`src/rtl/sub_pkg.sv`:
```
// Shared constants for the nibble-serial subtractor: FSM encoding,
// default operand size and the nibble-counter width helper.
package sub_pkg;

   localparam int NIBBLES_DEF = 4;

   localparam logic [1:0] S_IDLE = 2'd0;
   localparam logic [1:0] S_RUN  = 2'd1;
   localparam logic [1:0] S_DONE = 2'd2;

   // A single-nibble operand still needs a one-bit counter.
   function automatic int cnt_width(input int n);
      return (n <= 1) ? 1 : $clog2(n);
   endfunction

   localparam int CNT_W_DEF = cnt_width(NIBBLES_DEF);

endpackage

```
`src/rtl/fs4_slice.sv`:
```
// 4-bit subtract slice: a - b - bin built from four full adders
// (b inverted, carry-in = ~bin, borrow-out = ~carry-out).
module fs4_slice (
   input  logic [3:0] i_a,
   input  logic [3:0] i_b,
   input  logic       i_bin,
   output logic [3:0] o_d,
   output logic       o_bout
);

   logic [4:0] w_carry;
   logic [3:0] w_bn;

   // ripple-carry chain over the inverted subtrahend
   always_comb begin
      w_carry    = 5'd0;
      o_d        = 4'd0;
      w_bn       = ~i_b;
      w_carry[0] = ~i_bin;
      for (int k = 0; k < 4; k++) begin
         o_d[k]       = i_a[k] ^ w_bn[k] ^ w_carry[k];
         w_carry[k+1] = (i_a[k] & w_bn[k]) | (w_carry[k] & (i_a[k] ^ w_bn[k]));
      end
      o_bout = ~w_carry[4];
   end

endmodule

```
`src/rtl/nibble_serial_sub_ctrl.sv`:
```
// Serial unsigned subtractor: D = A - B mod 2^W, one nibble per clock,
// LSB first, with final borrow and a registered zero flag.
module nibble_serial_sub_ctrl
   import sub_pkg::*;
#(
   parameter int NIBBLES = NIBBLES_DEF
) (
   input  logic                 clk,
   input  logic                 rst,
   input  logic                 start,
   input  logic [4*NIBBLES-1:0] A,
   input  logic [4*NIBBLES-1:0] B,
   output logic                 busy,
   output logic                 done,
   output logic [4*NIBBLES-1:0] D,
   output logic                 Bout,
   output logic                 zero
);

   localparam int                W     = 4 * NIBBLES;
   localparam int                CNT_W = cnt_width(NIBBLES);
   localparam logic [CNT_W-1:0]  LAST  = CNT_W'(NIBBLES - 1);

   logic [1:0]       r_state;
   logic [W-1:0]     r_a;
   logic [W-1:0]     r_b;
   logic [W-1:0]     r_d;
   logic             r_borrow;
   logic             r_bout;
   logic             r_zero;
   logic [CNT_W-1:0] r_cnt;

   logic [3:0]       w_diff;
   logic             w_slice_bout;
   logic [W+3:0]     w_d_cat;
   logic [W-1:0]     w_d_next;

   fs4_slice u_slice (
      .i_a    (r_a[3:0]),
      .i_b    (r_b[3:0]),
      .i_bin  (r_borrow),
      .o_d    (w_diff),
      .o_bout (w_slice_bout)
   );

   // New nibble enters at the MSB end so nibble 0 settles in D[3:0].
   assign w_d_cat  = {w_diff, r_d};
   assign w_d_next = w_d_cat[W+3:4];

   // FSM, operand shifters, result register and status flags
   always_ff @(posedge clk) begin
      if (rst) begin
         r_state  <= S_IDLE;
         r_a      <= '0;
         r_b      <= '0;
         r_d      <= '0;
         r_borrow <= 1'b0;
         r_bout   <= 1'b0;
         r_zero   <= 1'b1;
         r_cnt    <= '0;
      end else begin
         case (r_state)
            S_IDLE: begin
               if (start) begin
                  r_a      <= A;
                  r_b      <= B;
                  r_borrow <= 1'b0;
                  r_cnt    <= '0;
                  r_state  <= S_RUN;
               end
            end
            S_RUN: begin
               r_a      <= r_a >> 3'd4;
               r_b      <= r_b >> 3'd4;
               r_d      <= w_d_next;
               r_borrow <= w_slice_bout;
               r_cnt    <= r_cnt + 1'b1;
               if (r_cnt == LAST) begin
                  r_bout  <= w_slice_bout;
                  r_zero  <= (w_d_next == '0);
                  r_state <= S_DONE;
               end
            end
            S_DONE: begin
               // Back-to-back accept: no idle cycle between runs.
               if (start) begin
                  r_a      <= A;
                  r_b      <= B;
                  r_borrow <= 1'b0;
                  r_cnt    <= '0;
                  r_state  <= S_RUN;
               end else begin
                  r_state <= S_IDLE;
               end
            end
            default: r_state <= S_IDLE;
         endcase
      end
   end

   assign busy = (r_state == S_RUN);
   assign done = (r_state == S_DONE);
   assign D    = r_d;
   assign Bout = r_bout;
   assign zero = r_zero;

endmodule

```
`config.mk`:
```
export PLATFORM = sky130hd
export DESIGN_NAME = nibble_serial_sub_ctrl
export DESIGN_NICKNAME = d
export VERILOG_FILES = /design/src/rtl/sub_pkg.sv /design/src/rtl/fs4_slice.sv /design/src/rtl/nibble_serial_sub_ctrl.sv
export SDC_FILE = /design/constraint.sdc
export NUM_CORES = 1
export LEC_CHECK = 0
export CELL_PAD_IN_SITES_DETAIL_PLACEMENT = 0
export CELL_PAD_IN_SITES_GLOBAL_PLACEMENT = 1
export CORE_MARGIN = 2
export CORE_UTILIZATION = 40
export CTS_CLUSTER_DIAMETER = 100
export DETAILED_ROUTE_END_ITERATION = 8
export DONT_BUFFER_PORTS = 1
export GPL_ROUTABILITY_DRIVEN = 1
export HOLD_SLACK_MARGIN = 0.15
export PLACE_DENSITY = 0.71
export SLEW_MARGIN = 30
export SYNTH_ARGS = -nofsm -noshare
export SYNTH_HDL_FRONTEND = slang
export SYNTH_SLANG_ARGS = --single-unit
```
`constraint.sdc`:
```
create_clock -name clk -period 5.25 [get_ports clk]
set_clock_uncertainty 0.2 [all_clocks]
set_input_delay 0.2625 -clock clk [delete_from_list [all_inputs] [get_ports clk]]
set_output_delay 0.2625 -clock clk [all_outputs]
set_load 0.01 [all_outputs]
```
==> reports/qor.csv, run 1 <==
metric;value;unit
r2r-end;D[13]$_SDFFE_PP0P_;
drive_above_1_share;7.17;%
synth_largest_area_cell;dfxtp_1;
initial_utilization;41.2;%
yosysSeqAreaShare;45.4;%
max-slew-margin-rel;59.9;%
antenna_found_initial;0;
finish.instance_area;2840;sq um
vdd_ir_drop_max;0.159;mV
period_minus_slack;2.91;ns
synthToLayoutAreaGrowth;17.0;%
cap_violations;0;
drv_slew;0;
finalWorstSetupSlack;2.34;ns
rr_worst_depth;5;
worstPathRequired;5.29;ns
fmax;344;MHz
synth.most_common_cell;dfxtp_1;
num_antenna_cells;0;
drt-initial-drc-count;94;
grt.total_usage;18.0;%
synthTopCellsByArea;dfxtp_1 45%, mux2i_1 10%, a211oi_1 6.8%;
end_kind;flip-flop;
syn_area;2420;sq um
hold_end;r_a[14]$_SDFFE_PP0P_;
drtPass1Iterations;4;
placed_area;2390;sq um
core_area;5890;sq um
detailed_place_hpwl;3.39;mm
die_area;6700;sq um
tns;0;ns
yosys_warnings;0;
syn_area_per_cell;9.44;sq um
startpoint_type;flip-flop;
hold_class;reg2reg;
cts.htree.levels;2;
period_share;55.4;%
synth_nets;297;
grt_pass1_wl;9.30;mm
antenna_left;0;
cp.arrival;2.95;ns
postCtsResizedCells;0;
grt_pass1_vias;1937;
cts_root_buf;clkbuf_8;
cts.sinks;55;
ys_types;29;
finalHoldWorstSlack;0.275;ns
critPathKind;reg2reg;
status;complete, no violations;
switching_share;28.3;%
dp_slack;2.45;ns
ys.flop_type;dfxtp_1;
p_leak;0.992;nW
rsz0062_at_grt;false;
final.fill_count;577;
io_pins;55;
overflow;0;
remaining_drc_errors;0;
hold_violations;0;
hp-start;r_a[14]$_SDFFE_PP0P_;
nNetsFinal;320;
io_buffers;0;
p_int;0.615;mW
num_rows;28;
dp.cells;312;
die_h;81.9;um
seqPwrFrac;55.4;%
die_w;81.9;um
finalWeightedCongestion;0.720;
critPathMaxFanout;49;
clk_latency;0.30;ns
wl_per_cell;15.7;um
fin_cells;354;
regToRegStartpoint;r_state[0]$_SDFFE_PP0P_;
cts_tree;built;
viasPerCell;5.31;
power_switching;0.243;mW
yosys-top-cells-count;55 x dfxtp_1, 34 x nand2_1, 25 x mux2i_1;
worst_pin_slew;0.602;ns
async_reset_ff_share;0;%
synthCells;257;
numCtsBuffers;5;
num_vias;1878;
rrSetupSlack;2.34;ns
cts.clk_slew.worst_paths;0.09;ns
synth_edf_count;0;
hold_depth;2;
grt_max_degree;56;
setup_violations;0;
power_density;303;nW/um^2
p_clk_share;25.3;%
synth_top_area_share;45.4;%
synth-seq-cells;55;
wirelength;5.58;mm
clk_path_buf_depth;2;
pwr-share-comb;19.4;%
## layer usage
layer	GRT usage [%]	part of all wire, %	vias up
li1	-	-	956
met1	23.2	47	876
met2	30.2	47	39
met3	4.29	4.8	7
met4	4.50	0.84	0
met5	0	0	-
## critical path, cell delays in order (launching register included)
cell and delay [ns]:
dfxtp_1 0.71, nand2b_1 0.49, inv_4 0.58, nor2_1 0.10, a211oi_2 0.20, dlygate4sd3_1 0.56
## metrics by stage
stage | total power, mW | utilization (%)
5_1_grt | 0.908 | 48.2
3_3_place_gp | 0.620 | 40.5
3_5_place_dp | 0.622 | 40.5
2_1_floorplan | 0.607 | -
6_report | 0.859 | 48.2
4_1_cts | 0.868 | 48.2
## final cells by class
cell class | count | area, sq um | area share (%)
multi-input cells | 174 | 1150 | 40.4
flip-flops and latches | 55 | 1100 | 38.8
repair buffers | 39 | 400 | 14.1
well taps | 75 | 93.8 | 3.31
clock buffers | 6 | 72.6 | 2.56
inverters | 5 | 21.3 | 0.750
## worst max-delay path by stage
| stage | from | slack [ns] | end |
|---|---|---|---|
| after global placement | r_a[0]$_SDFFE_PP0P_ | 2.48 | zero$_SDFFE_PP1P_ |
| final | r_state[0]$_SDFFE_PP0P_ | 2.34 | D[13]$_SDFFE_PP0P_ |
| after floorplan | r_a[0]$_SDFFE_PP0P_ | 2.54 | zero$_SDFFE_PP1P_ |
| after CTS | r_state[0]$_SDFFE_PP0P_ | 2.32 | D[13]$_SDFFE_PP0P_ |
| after detailed placement | r_a[0]$_SDFFE_PP0P_ | 2.45 | zero$_SDFFE_PP1P_ |
| after global routing | r_state[0]$_SDFFE_PP0P_ | 2.10 | D[13]$_SDFFE_PP0P_ |
## cell families (layout without fill, tap and decap cells)
logic type | after synthesis | in the layout | share of synthesized area, %
AOI/OAI and AO/OA | 55 | 55 | 15.8
adders and majority gates | 5 | 5 | 3.82
buffers and inverters | 28 | 50 | 7.38
DFF | 55 | 55 | 45.4
muxes | 25 | 25 | 10.3
and+or+nand+nor | 89 | 89 | 17.2
## layout by cell type, fill, tap and decap left out, types with 6 or more instances in the layout
master,n
dfxtp_1,55
dlygate4sd3_1,35
nand2_1,34
mux2i_1,25
nor3_1,24
a21oi_1,23
a211oi_1,22
nand3_1,11
nor2_1,7
a211oi_2,6
## power by group through the flow
stage	Sequential, mW	Clock, mW	Combinational (mW)
4_1_cts	0.476	0.224	0.168
3_5_place_dp	0.486	0	0.136
5_1_grt	0.481	0.241	0.187
6_report	0.476	0.217	0.166
3_3_place_gp	0.485	0	0.135
2_1_floorplan	0.476	0	0.131
## repair_timing
| item | in CTS | in global routing |
|---|---|---|
| setup endpoints to repair | 0 | 0 |
| hold buffers | 36 | 0 |
| endpoints found under the hold margin | 55 | 0 |
| setup buffers | 0 | 0 |
## registers in the layout, indices dropped and copies added, names as in the netlist
signal    cells
r_a          16
r_state       2
r_b          16
Bout          1
zero          1
D            16
r_cnt         2
r_borrow      1
(Power assumes the default switching activity.)
==> run 2, diff against run 1 <==
==> constraint.sdc (replaced) <==
create_clock -name clk -period 2.9 [get_ports clk]
set_clock_uncertainty 0.2 [all_clocks]
set_input_delay 0.145 -clock clk [delete_from_list [all_inputs] [get_ports clk]]
set_output_delay 0.145 -clock clk [all_outputs]
set_load 0.01 [all_outputs]
==> reports/qor.csv, run 2 (synthesized netlist as in run 1, its figures left out) <==
metric;value;unit;change
setup_violations;0;;unchanged
wirelength;5.63;mm;+1.0%
worst_pin_slew;0.538;ns;-0.0634 ns
drv_slew;0;;unchanged
tns;0;ns;unchanged
grt_pass1_wl;9.32;mm;+0.22%
drtPass1Iterations;4;;unchanged
placed_area;2420;sq um;+1.3%
drive_above_1_share;10.9;%;+3.7 points
nNetsFinal;324;;+1.3%
numCtsBuffers;5;;unchanged
multi_input_area;1150;sq um;+0.44%
hold_depth;2;;unchanged
synthToLayoutAreaGrowth;20.2;%;
total_power;1.71;mW;+100%
finalWorstSetupSlack;0.122;ns;-2.22 ns
die_h;81.9;um;unchanged
rsz0062_at_grt;false;;
period_minus_slack;2.78;ns;-0.131 ns
power_density;588;nW/um^2;+94%
cts.htree.levels;2;;unchanged
cts_root_buf;clkbuf_8;;
hold_violations;0;;unchanged
period_share;95.8;%;+40 points
cp.arrival;2.82;ns;-0.13 ns
num_antenna_cells;0;;unchanged
cts.sinks;55;;unchanged
io_buffers;0;;unchanged
status;complete, no violations;;
vdd_ir_drop_max;0.306;mV;+92%
finish.instance_area;2920;sq um;+2.8%
layout_common_cells;54 x dfxtp_1, 34 x nand2_1, 34 x dlygate4sd3_1;;
io_pins;55;;unchanged
wl_per_cell;15.6;um;-0.68%
finalHoldWorstSlack;0.278;ns;+0.00248 ns
antenna_found_initial;0;;unchanged
num_rows;28;;unchanged
final.fill_count;591;;+2.4%
clk_path_buf_depth;2;;unchanged
end_kind;flip-flop;;
overflow;0;;unchanged
dp_slack;0.0926;ns;-2.36 ns
antenna_left;0;;unchanged
die_area;6700;sq um;unchanged
core_area;5890;sq um;unchanged
num_vias;1932;;+2.9%
fmax;360;MHz;+4.7%
drt-initial-drc-count;81;;-14%
grt.total_usage;18.0;%;about the same
max-slew-margin-rel;64.0;%;+4.1 points
cts_tree;built;;
clk_latency;0.31;ns;about the same
critPathMaxFanout;2;;-96%
detailed_place_hpwl;3.56;mm;+4.9%
grt_max_degree;56;;unchanged
rr_worst_depth;8;;+3
final_common_cell;dfxtp_1;;
seq_area;1100;sq um;+0.11%
grt_pass1_vias;1831;;-5.5%
p_leak;1.03;nW;+4.0%
viasPerCell;5.37;;+1.2%
remaining_drc_errors;0;;unchanged
hold_class;reg2reg;;
critPathKind;reg2reg;;
worstPathRequired;2.94;ns;-2.35 ns
initial_utilization;41.2;%;unchanged
cts.clk_slew.worst_paths;0.10;ns;about the same
die_w;81.9;um;unchanged
cap_violations;0;;unchanged
startpoint_type;flip-flop;;
finalWeightedCongestion;0.723;;+0.49%
==> run 2: final timing paths <==
kind	from	slack, ns	endpoint
max	r_a[0]$_SDFFE_PP0P_	0.12	zero$_SDFFE_PP1P_
min reg2reg	r_a[13]$_SDFFE_PP0P_	0.28	r_a[13]$_SDFFE_PP0P_
max reg2reg	r_a[0]$_SDFFE_PP0P_	0.12	zero$_SDFFE_PP1P_
min	r_a[13]$_SDFFE_PP0P_	0.28	r_a[13]$_SDFFE_PP0P_
==> run 2: layout make-up <==
type	instances	area share, %
multi-input combinational	174	39.5
clock buffer	6	2.83
inverter	5	0.730
timing repair buffer	43	14.7
sequential	55	37.8
tap	75	3.22
clock inverter	2	1.20
==> run 2: per-stage QoR <==
step / util [%] / cells
global route: 49.5 / 360
CTS: 49.3 / 359
finish: 49.5 / 360
floorplan: - / 257
global placement: 41.1 / 316
detailed placement: 41.1 / 316
==> run 2: critical path, stage by stage (launching register included) <==
cell	delay, ns
dfxtp_2	0.34
inv_1	0.05
fa_1	0.45
fa_2	0.36
fa_2	0.35
fa_1	0.56
and4_1	0.19
nand4_1	0.08
o21ai_0	0.14
==> run 2: power breakdown <==
group | internal (mW) | switching [mW] | leakage, nW
clock network | 0.280 | 0.254 | 0.0612
logic | 0.153 | 0.168 | 0.519
registers | 0.813 | 0.0471 | 0.452
==> run 2: metal layers <==
layer	up-vias	share of wire (%)	GRT usage, %
li1	964	-	-
met1	924	47	24.6
met2	39	47	28.4
met3	5	4.6	4.51
met4	0	1.1	4.50
met5	-	0	0
==> run 2: timing repair <==
action                     in CTS  in global routing
hold buffers                   35                  0
setup endpoints to repair       0                  1
hold endpoints to repair       55                  0
setup buffers                   0                  1
resized for setup               0                  3
==> run 3, diff against run 2 <==
--- a/config.mk
+++ b/config.mk
@@ -15,6 +15,7 @@
 export GPL_ROUTABILITY_DRIVEN = 1
 export HOLD_SLACK_MARGIN = 0.15
 export PLACE_DENSITY = 0.71
+export SKIP_CTS_REPAIR_TIMING = 1
 export SLEW_MARGIN = 30
 export SYNTH_ARGS = -nofsm -noshare
 export SYNTH_HDL_FRONTEND = slang
==> constraint.sdc (replaced) <==
create_clock -name clk -period 2.9 [get_ports clk]
set_clock_uncertainty 0.2 [all_clocks]
set_input_delay 0.145 -clock clk [delete_from_list [all_inputs] [get_ports clk]]
set_output_delay 0.145 -clock clk [all_outputs]
set_load 0.1 [all_outputs]
==> reports/qor.csv, run 3 (synthesized netlist as in run 1, its figures left out) <==
metric;value;unit;change
rr_worst_depth;8;;unchanged
nNetsFinal;343;;+5.9%
drt-initial-drc-count;97;;+20%
numCtsBuffers;5;;unchanged
rrSetupSlack;0.13;ns;about the same
antenna_left;0;;unchanged
die_area;6700;sq um;unchanged
critPathKind;reg2reg;;
p_leak;1.12;nW;+8.8%
regToRegStartpoint;r_a[0]$_SDFFE_PP0P_;;
overflow;0;;unchanged
tns;0;ns;unchanged
wl_per_cell;15.0;um;-4.1%
path_cells;inv_1, fa_1, fa_2, fa_2, fa_1, and4_1, nand4_1, o21ai_1;;
setup_violations;0;;unchanged
critical-path-max-stage-delay;0.56;ns;about the same
wirelength;5.69;mm;+0.99%
hold_violations;0;;unchanged
finalWeightedCongestion;0.708;;-2.1%
r2r-end;zero$_SDFFE_PP1P_;;
critPathMaxFanout;2;;unchanged
vdd_ir_drop_max;0.304;mV;-0.45%
dp.cells;334;;+5.7%
max-slew-margin-rel;59.4;%;-4.6 points
cts_tree;built;;
startpoint_type;flip-flop;;
hp-start;D[0]$_SDFFE_PP0P_;;
cts.clk_slew.worst_paths;0.09;ns;about the same
grt_max_degree;56;;unchanged
crit_family;adder cells;;
critPathSlowestCell;fa_1;;
fin_cells;379;;+5.3%
antenna_found_initial;0;;unchanged
die_w;81.9;um;unchanged
cts.htree.levels;2;;unchanged
io_pins;55;;unchanged
remaining_drc_errors;0;;unchanged
final_common_cell;dfxtp_1;;
clk_path_buf_depth;2;;unchanged
grt.total_usage;17.1;%;-0.88 points
hold_end;D[0]$_SDFFE_PP0P_;;
status;complete, no violations;;
worst_pin_slew;0.607;ns;+0.0685 ns
cts.sinks;55;;unchanged
clk_latency;0.30;ns;about the same
final.fill_count;559;;-5.4%
period_minus_slack;2.77;ns;-0.00707 ns
num_antenna_cells;0;;unchanged
core_area;5890;sq um;unchanged
drive_above_1_share;15.8;%;+4.9 points
power_density;550;nW/um^2;-6.5%
hold_depth;2;;unchanged
crit_buf_inv;1;;unchanged
period_share;95.5;%;-0.24 points
grt_pass1_wl;8.80;mm;-5.5%
cap_violations;0;;unchanged
die_h;81.9;um;unchanged
num_rows;28;;unchanged
synthToLayoutAreaGrowth;25.9;%;
drtPass1Iterations;4;;unchanged
detailed_place_hpwl;3.55;mm;-0.15%
cts_root_buf;clkbuf_8;;
worstPathRequired;2.95;ns;about the same
drv_slew;0;;unchanged
layout_common_cells;54 x dfxtp_1, 35 x dlygate4sd3_1, 34 x nand2_1;;
end_kind;flip-flop;;
num_vias;1996;;+3.3%
viasPerCell;5.27;;-1.9%
io_buffers;0;;unchanged
fmax;361;MHz;+0.26%
hold_class;reg2reg;;
grt_pass1_vias;1831;;unchanged
initial_utilization;41.2;%;unchanged
cp.arrival;2.82;ns;about the same
-- run 3: worst reg2reg max path, cell delays in order (launching register included) --
cell     delay, ns
dfxtp_1       0.34
inv_1         0.06
fa_1          0.44
fa_2          0.35
fa_2          0.35
fa_1          0.56
and4_1        0.20
nand4_1       0.09
o21ai_1       0.12
-- run 3: per-stage QoR --
step | worst slack [ns] | cell area (sq um) | power (mW) | hold WS [ns] | utilization, %
final | 0.129 | 3050 | 1.68 | 0.263 | 51.8
after global placement | 0.120 | 2580 | 1.22 | 0.0177 | 43.8
after global routing | -0.0195 | 3050 | 1.77 | 0.288 | 51.8
after floorplan | 0.192 | 2420 | 1.17 | 0.0810 | -
after detailed placement | 0.106 | 2580 | 1.22 | 0.0169 | 43.8
after CTS | 0.0885 | 2660 | 1.62 | -0.318 | 45.2
-- run 3: metal layers --
layer | global-route usage [%] | up-vias | routed length, um
li1 | - | 1003 | -
met1 | 21.8 | 946 | 2610
met2 | 27.3 | 42 | 2770
met3 | 5.16 | 5 | 246
met4 | 6.00 | 0 | 57
met5 | 0 | - | 0
-- run 3: how the worst max path moves through the flow --
stage                        start                end  cells past startpoint
3_3_place_gp   r_a[0]$_SDFFE_PP0P_  zero$_SDFFE_PP1P_                      8
2_1_floorplan  r_a[0]$_SDFFE_PP0P_  zero$_SDFFE_PP1P_                      8
4_1_cts        r_a[0]$_SDFFE_PP0P_  zero$_SDFFE_PP1P_                      8
6_report       r_a[0]$_SDFFE_PP0P_  zero$_SDFFE_PP1P_                      8
5_1_grt        r_a[0]$_SDFFE_PP0P_  zero$_SDFFE_PP1P_                      8
3_5_place_dp   r_a[0]$_SDFFE_PP0P_  zero$_SDFFE_PP1P_                      8
-- run 3: cell type report --
type / instances / area, sq um / share of cell area (%)
well taps: 75 / 93.8 / 3.08
multi-input cells: 174 / 1150 / 37.8
flip-flops and latches: 55 / 1100 / 36.1
clock inverters: 1 / 5.00 / 0.164
repair buffers: 62 / 598 / 19.6
clock buffers: 7 / 76.3 / 2.50
inverters: 5 / 21.3 / 0.697
-- run 3: power breakdown --
part / total [mW] / leakage, nW / internal [mW] / switching [mW]
combinational: 0.424 / 0.629 / 0.171 / 0.253
sequential: 0.851 / 0.452 / 0.812 / 0.0390
clock: 0.403 / 0.0422 / 0.170 / 0.233
